<file path="src/rtl/reuse_operand_sequencer_if.sv">
// Operand stream bundle between the reuse sequencer, its operand RAM and the multiplier array.
// The master side is the sequencer; the slave side is the RAM/multiplier environment.
interface reuse_operand_sequencer_if #(
  parameter int BIT_WIDTH   = 16,
  parameter int SEL_WIDTH   = 4,
  parameter int NUM_INPUTS  = 1 << SEL_WIDTH,
  parameter int ADDR_WIDTH  = 4,
  parameter int REUSE_WIDTH = 4
);
  logic                            i_start;
  logic [ADDR_WIDTH-1:0]           i_base_addr;
  logic [ADDR_WIDTH:0]             i_num_words;
  logic [REUSE_WIDTH-1:0]          i_reuse;
  logic [ADDR_WIDTH-1:0]           o_ram_addr;
  logic [NUM_INPUTS*BIT_WIDTH-1:0] i_ram_data;
  logic                            o_valid;
  logic                            i_ready;
  logic [BIT_WIDTH-1:0]            o_data;
  logic [SEL_WIDTH-1:0]            o_lane;
  logic                            o_last;
  logic                            o_busy;
  logic                            o_done;

  modport master (
    input  i_start, i_base_addr, i_num_words, i_reuse, i_ram_data, i_ready,
    output o_ram_addr, o_valid, o_data, o_lane, o_last, o_busy, o_done
  );

  modport slave (
    output i_start, i_base_addr, i_num_words, i_reuse, i_ram_data, i_ready,
    input  o_ram_addr, o_valid, o_data, o_lane, o_last, o_busy, o_done
  );
endinterface

</file>
<file path="src/rtl/reuse_operand_sequencer.sv">
// Walks a run of wide RAM words and streams each lane element downstream,
// repeating every element a programmable number of times for multiplier reuse.
module reuse_operand_sequencer #(
  parameter int BIT_WIDTH   = 16,
  parameter int SEL_WIDTH   = 4,
  parameter int NUM_INPUTS  = 1 << SEL_WIDTH,
  parameter int ADDR_WIDTH  = 4,
  parameter int REUSE_WIDTH = 4
) (
  input  logic                       clk,
  input  logic                       rst,
  reuse_operand_sequencer_if.master  bus
);

  typedef enum logic [2:0] {IDLE, READ, LOAD, EMIT, DONE} state_t;

  localparam logic [SEL_WIDTH-1:0]   SEL_MAX   = SEL_WIDTH'(NUM_INPUTS - 1);
  localparam logic [SEL_WIDTH-1:0]   SEL_ONE   = SEL_WIDTH'(1);
  localparam logic [REUSE_WIDTH-1:0] REUSE_ONE = REUSE_WIDTH'(1);
  localparam logic [ADDR_WIDTH:0]    CNT_ONE   = (ADDR_WIDTH + 1)'(1);
  localparam logic [ADDR_WIDTH-1:0]  ADDR_ONE  = ADDR_WIDTH'(1);

  state_t                          state;
  logic [NUM_INPUTS*BIT_WIDTH-1:0] word_reg;
  logic [SEL_WIDTH-1:0]            sel;
  logic [REUSE_WIDTH-1:0]          rep_cnt;
  logic [ADDR_WIDTH:0]             word_cnt;
  logic [ADDR_WIDTH:0]             count_reg;
  logic [REUSE_WIDTH-1:0]          reuse_reg;
  logic [ADDR_WIDTH-1:0]           addr_q;
  logic                            valid_q;
  logic [BIT_WIDTH-1:0]            data_q;
  logic [SEL_WIDTH-1:0]            lane_q;
  logic                            last_q;
  logic                            busy_q;
  logic                            done_q;

  logic                            rep_wrap;
  logic                            sel_wrap;
  logic                            word_last;
  logic [REUSE_WIDTH-1:0]          rep_next;
  logic [SEL_WIDTH-1:0]            sel_next;
  logic                            next_last;
  logic                            load_last;
  logic                            run_end;
  logic                            word_end;

  function automatic logic [BIT_WIDTH-1:0] lane_of(
    input logic [NUM_INPUTS*BIT_WIDTH-1:0] word,
    input logic [SEL_WIDTH-1:0]            idx
  );
    return word[idx*BIT_WIDTH +: BIT_WIDTH];
  endfunction

  // Position of the beat that follows an accepted transfer, so outputs can be registered.
  always_comb begin
    rep_wrap  = (rep_cnt == reuse_reg - REUSE_ONE);
    sel_wrap  = (sel == SEL_MAX);
    word_last = (word_cnt == count_reg - CNT_ONE);
    rep_next  = rep_wrap ? '0 : rep_cnt + REUSE_ONE;
    sel_next  = sel;
    if (rep_wrap) begin
      sel_next = sel_wrap ? '0 : sel + SEL_ONE;
    end
    next_last = word_last && (sel_next == SEL_MAX) && (rep_next == reuse_reg - REUSE_ONE);
    load_last = word_last && (SEL_MAX == '0) && (reuse_reg == REUSE_ONE);
    run_end   = rep_wrap && sel_wrap && word_last;
    word_end  = rep_wrap && sel_wrap && !word_last;
  end

  always_ff @(posedge clk) begin
    if (rst) begin
      state     <= IDLE;
      word_reg  <= '0;
      sel       <= '0;
      rep_cnt   <= '0;
      word_cnt  <= '0;
      count_reg <= '0;
      reuse_reg <= '0;
      addr_q    <= '0;
      valid_q   <= 1'b0;
      data_q    <= '0;
      lane_q    <= '0;
      last_q    <= 1'b0;
      busy_q    <= 1'b0;
      done_q    <= 1'b0;
    end else begin
      case (state)
        IDLE: begin
          if (bus.i_start) begin
            count_reg <= bus.i_num_words;
            reuse_reg <= (bus.i_reuse == '0) ? REUSE_ONE : bus.i_reuse;
            word_cnt  <= '0;
            busy_q    <= 1'b1;
            if (bus.i_num_words == '0) begin
              state  <= DONE;
              done_q <= 1'b1;
            end else begin
              state  <= READ;
              addr_q <= bus.i_base_addr;
            end
          end
        end
        READ: state <= LOAD;
        LOAD: begin
          word_reg <= bus.i_ram_data;
          sel      <= '0;
          rep_cnt  <= '0;
          valid_q  <= 1'b1;
          data_q   <= lane_of(bus.i_ram_data, '0);
          lane_q   <= '0;
          last_q   <= load_last;
          state    <= EMIT;
        end
        EMIT: begin
          // Stalled beats keep every registered output untouched.
          if (bus.i_ready) begin
            rep_cnt <= rep_next;
            sel     <= sel_next;
            if (run_end) begin
              state   <= DONE;
              done_q  <= 1'b1;
              valid_q <= 1'b0;
              last_q  <= 1'b0;
            end else if (word_end) begin
              state    <= READ;
              word_cnt <= word_cnt + CNT_ONE;
              addr_q   <= addr_q + ADDR_ONE;
              valid_q  <= 1'b0;
              last_q   <= 1'b0;
            end else begin
              data_q <= lane_of(word_reg, sel_next);
              lane_q <= sel_next;
              last_q <= next_last;
            end
          end
        end
        DONE: begin
          done_q <= 1'b0;
          busy_q <= 1'b0;
          state  <= IDLE;
        end
        default: state <= IDLE;
      endcase
    end
  end

  assign bus.o_ram_addr = addr_q;
  assign bus.o_valid    = valid_q;
  assign bus.o_data     = data_q;
  assign bus.o_lane     = lane_q;
  assign bus.o_last     = last_q;
  assign bus.o_busy     = busy_q;
  assign bus.o_done     = done_q;

endmodule

</file>
<file path="src/flat_wrapper.sv">
// flat-port wrapper written by rule: the top's interface ports become plain ports
module reuse_operand_sequencer_flat 
#(
  parameter int BIT_WIDTH   = 16,
  parameter int SEL_WIDTH   = 4,
  parameter int NUM_INPUTS  = 1 << SEL_WIDTH,
  parameter int ADDR_WIDTH  = 4,
  parameter int REUSE_WIDTH = 4
)
  (clk, rst, bus_i_start, bus_i_base_addr, bus_i_num_words, bus_i_reuse, bus_i_ram_data, bus_i_ready, bus_o_ram_addr, bus_o_valid, bus_o_data, bus_o_lane, bus_o_last, bus_o_busy, bus_o_done);
  reuse_operand_sequencer_if #(.BIT_WIDTH(BIT_WIDTH), .SEL_WIDTH(SEL_WIDTH), .NUM_INPUTS(NUM_INPUTS), .ADDR_WIDTH(ADDR_WIDTH), .REUSE_WIDTH(REUSE_WIDTH)) bus_i ();
  input  logic clk;
  input  logic rst;
  input wire logic [$bits(bus_i.i_start)-1:0] bus_i_start;
  input wire logic [$bits(bus_i.i_base_addr)-1:0] bus_i_base_addr;
  input wire logic [$bits(bus_i.i_num_words)-1:0] bus_i_num_words;
  input wire logic [$bits(bus_i.i_reuse)-1:0] bus_i_reuse;
  input wire logic [$bits(bus_i.i_ram_data)-1:0] bus_i_ram_data;
  input wire logic [$bits(bus_i.i_ready)-1:0] bus_i_ready;
  output wire logic [$bits(bus_i.o_ram_addr)-1:0] bus_o_ram_addr;
  output wire logic [$bits(bus_i.o_valid)-1:0] bus_o_valid;
  output wire logic [$bits(bus_i.o_data)-1:0] bus_o_data;
  output wire logic [$bits(bus_i.o_lane)-1:0] bus_o_lane;
  output wire logic [$bits(bus_i.o_last)-1:0] bus_o_last;
  output wire logic [$bits(bus_i.o_busy)-1:0] bus_o_busy;
  output wire logic [$bits(bus_i.o_done)-1:0] bus_o_done;
  assign bus_i.i_start = bus_i_start;
  assign bus_i.i_base_addr = bus_i_base_addr;
  assign bus_i.i_num_words = bus_i_num_words;
  assign bus_i.i_reuse = bus_i_reuse;
  assign bus_i.i_ram_data = bus_i_ram_data;
  assign bus_i.i_ready = bus_i_ready;
  assign bus_o_ram_addr = bus_i.o_ram_addr;
  assign bus_o_valid = bus_i.o_valid;
  assign bus_o_data = bus_i.o_data;
  assign bus_o_lane = bus_i.o_lane;
  assign bus_o_last = bus_i.o_last;
  assign bus_o_busy = bus_i.o_busy;
  assign bus_o_done = bus_i.o_done;
  reuse_operand_sequencer #(.BIT_WIDTH(BIT_WIDTH), .SEL_WIDTH(SEL_WIDTH), .NUM_INPUTS(NUM_INPUTS), .ADDR_WIDTH(ADDR_WIDTH), .REUSE_WIDTH(REUSE_WIDTH)) u_core (.clk(clk), .rst(rst), .bus(bus_i));
endmodule
</file>
<file path="config.mk">
export PLATFORM = sky130hd
export DESIGN_NAME = reuse_operand_sequencer_flat
export DESIGN_NICKNAME = d
export VERILOG_FILES = /design/src/rtl/reuse_operand_sequencer_if.sv /design/src/rtl/reuse_operand_sequencer.sv /design/src/flat_wrapper.sv
export SDC_FILE = /design/constraint.sdc
export NUM_CORES = 1
export LEC_CHECK = 0
export ABC_AREA = 1
export CORE_MARGIN = 2
export CORE_UTILIZATION = 55
export DETAILED_ROUTE_END_ITERATION = 8
export MAX_ROUTING_LAYER = met4
export PLACE_DENSITY = 0.85
export SETUP_SLACK_MARGIN = 0.3
export SLEW_MARGIN = 20
export SYNTH_ARGS = -nofsm -noshare
export SYNTH_HDL_FRONTEND = slang
export SYNTH_SLANG_ARGS = --single-unit
</file>
<file path="constraint.sdc">
create_clock -name clk -period 6.3 [get_ports clk]
set_input_delay 1.89 -clock clk [delete_from_list [all_inputs] [get_ports clk]]
set_output_delay 1.89 -clock clk [all_outputs]
set_load 0.005 [all_outputs]
</file>
==> reports/summary.txt <==
Fin Setup TNS: 0 ps
max reg flops: 256
Final Skew: 8.31 ps
Post-synth EDFFs: 0
Rel. slew slack: 25.1%
design area: 0.0183 mm^2
R2R Setup Slk: 1650 ps
pwr/cell area: 394 mW/mm^2
grt peak-use layer: met2
grt met3 use: 4.52%
Mapped Nets: 2341
Synth Flop Type: dfxtp_1
CP max FO: 96
vias: 14.7k
yosys warns: 0
minimum clock period: 4650 ps
layout cells sized above 1: 3.87%
Resize count post-CTS: 0
CP required: 6780 ps
unrepaired setup endpoints after global routing: no
pin count of the biggest net entering global routing: 271
routed len/inst: 17.5 um
CTS clk-pin slew, worst paths: 70 ps
remaining design rule violation count: 0
CTS tree: done
first-pass GRT wire length: 69700 um
#FFs+latches synth: 309
run status: finished clean
Finished Layout Cells: 2605
area of the die: 0.0272 mm^2
Pwr Total: 0.00720 W
met2 Resource Use GR: 52.9%
CTS Root Buffer Type: clkbuf_16
Mapped Cells: 2062
slew at the pin closest to its max-slew limit: 1120 ps
cts hold-fix bufs: 0
diode count: 0
Starting Density: 56.2%
Max clock buf depth: 3
total CTS buffers: 31
Leakage: 7.21 nW
Peak VDD IR: 0.271 mV
post-synth cell types: 32
Iter 0 DRT Violations: 1961
DP Area: 0.0172 mm^2
GRT Total Usage: 33.3%
Worst Setup End Kind: register
hpwl dp: 31000 um
Cells after DPL: 2549
Worst path max stage delay: 930 ps
met1 Use GR: 44.3%
Die Y: 165 um
Critical-path top delay cell: nand2_2
Mapped Area: 0.0142 mm^2
smallest hold slack: 454 ps
post-DR vias/cell: 5.66
First-pass DRT Iterations: 6
number of port buffers: 300
postcts setup bufs: 0
Post-DRT Antenna Nets: 0
FP Rows: 58
routability cong.: 0.952
number of nets in the layout: 2531
fin crit share: 73.8%
Synth async-reset ratio: 0%
htree depth: 1
Fin. Hold Viols: 0
max frequency: 0.215 GHz
number of max-cap violations: 0
synth-to-layout area growth: 28.3%
family with the most delay on the worst path: simple AND/OR/NAND/NOR gates
initial antenna violation count: 0
number of global-route vias before repair: 13.4k
CP cell instances: inv_1 > ha_1 > xor2_1 > nand2_1 > nor2_2 > nand2_1 > nand2_2 > nand2_4 > nand2_1 > nand3_1 > nand3_1 > nand3_1 > nand3_1 > nand2_1 > a21oi_1
GRT Residual Overflow: 0
Critical Path AT: 5130 ps
CP Buf/Inv Count: 1
syn_area_per_cell: 6.90 um^2
Ports: 301
critical path type: register to register
min-delay worst type: register to register
critical path startpoint category: register
Finish-stage setup viols: 0
clock sinks: 309
Core ar.: 0.0253 mm^2
Die Width: 165 um
Slew Limit Fails: 0
clk_lat worst skew: 560 ps
WL final: 45500 um
Seq/Total Area, Yosys: 43.5%
==> through the flow <==
step | util [%] | setup slack (ps)
after global routing | 72.1 | 1330
after detailed placement | 67.7 | 1830
after floorplan | - | 3210
after global placement | 67.6 | 1860
after CTS | 72.1 | 1760
final | 72.1 | 1650
==> cells in the final DEF (no fill, tap or decap), types with 2 or more instances in the layout <==
master           count
a21oi_1            304
a31oi_1              3
buf_4               12
bufinv_16            5
clkbuf_1             4
clkbuf_16           31
clkbuf_8             8
clkdlybuf4s50_1    300
clkinv_2             6
dfxtp_1            309
ha_1                 6
inv_1              293
inv_2                2
nand2_1            270
nand2_2              4
nand2_4              3
nand3_1            340
nand4_1              3
nor2_1              53
nor2_2               2
nor3_1               2
o21ai_0            277
or2_2                4
xnor2_1              4
xor2_1              13
==> area by class of cell <==
| type | instances | area [um^2] |
|---|---|---|
| Clock inverter | 13 | 196 |
| Timing Repair Buffer | 314 | 3140 |
| Fill cell | 2044 | 7070 |
| Inverter | 296 | 1120 |
| Sequential cell | 309 | 6190 |
| Clock buffer | 43 | 901 |
| Multi-Input combinational cell | 1300 | 6300 |
| Tap cell | 330 | 413 |
==> worst min-delay path: cells and delay by family, from the launching register on <==
family          cells  cell delay, ps
flops               1             300
buf+inv             1              60
compound gates      1              50
==> path summary, 6_finish.rpt <==
path / startpoint / end / depth (start not counted)
worst max register to register: u_core.reuse_reg[0] / u_core.bus.o_data[10] / 15
worst min-delay path: u_core.word_reg[127] / u_core.word_reg[127] / 2
worst max-delay path: u_core.reuse_reg[0] / u_core.bus.o_data[10] / 15
worst min register to register: u_core.word_reg[127] / u_core.word_reg[127] / 2
==> routing by layer <==
metal	vias up	share of wire, %
met4	0	3.2
met5	-	0
li1	7116	-
met1	6763	42
met2	771	46
met3	96	9.0
==> kinds of logic (layout without fill, tap and decap cells) <==
kind of cell | after synthesis | after routing | share of synthesized area, %
xor+xnor | 17 | 17 | 1.05
buf+inv | 453 | 666 | 12.5
compound gates | 589 | 589 | 20.9
fa+ha+maj | 6 | 6 | 0.528
flops | 309 | 309 | 43.5
simple gates | 688 | 688 | 21.6
==> cells in the mapped netlist, types with 3 or more instances <==
| cell | instances | area, um^2 |
|---|---|---|
| xnor2_1 | 4 | 35.0 |
| a21oi_1 | 304 | 1520 |
| clkbuf_1 | 117 | 439 |
| buf_4 | 9 | 67.6 |
| nand3_1 | 341 | 1710 |
| ha_1 | 6 | 75.1 |
| nand2_1 | 274 | 1030 |
| nor2_1 | 53 | 199 |
| a31oi_1 | 3 | 18.8 |
| xor2_1 | 13 | 114 |
| nand4_1 | 3 | 18.8 |
| nor3_1 | 3 | 15.0 |
| buf_1 | 3 | 11.3 |
| o21ai_0 | 277 | 1390 |
| or2_2 | 4 | 25.0 |
| nand2_2 | 3 | 18.8 |
| inv_1 | 294 | 1100 |
| buf_2 | 26 | 130 |
| dfxtp_1 | 309 | 6190 |
==> report_power, final <==
group          switching (W)  total, W  internal (W)  leakage, nW
Sequential          0.000215   0.00284       0.00263         2.52
Clock               0.000780   0.00198       0.00120        0.543
Combinational        0.00151   0.00238      0.000862         4.15
Note: power is estimated with default switching activity, not from simulation.
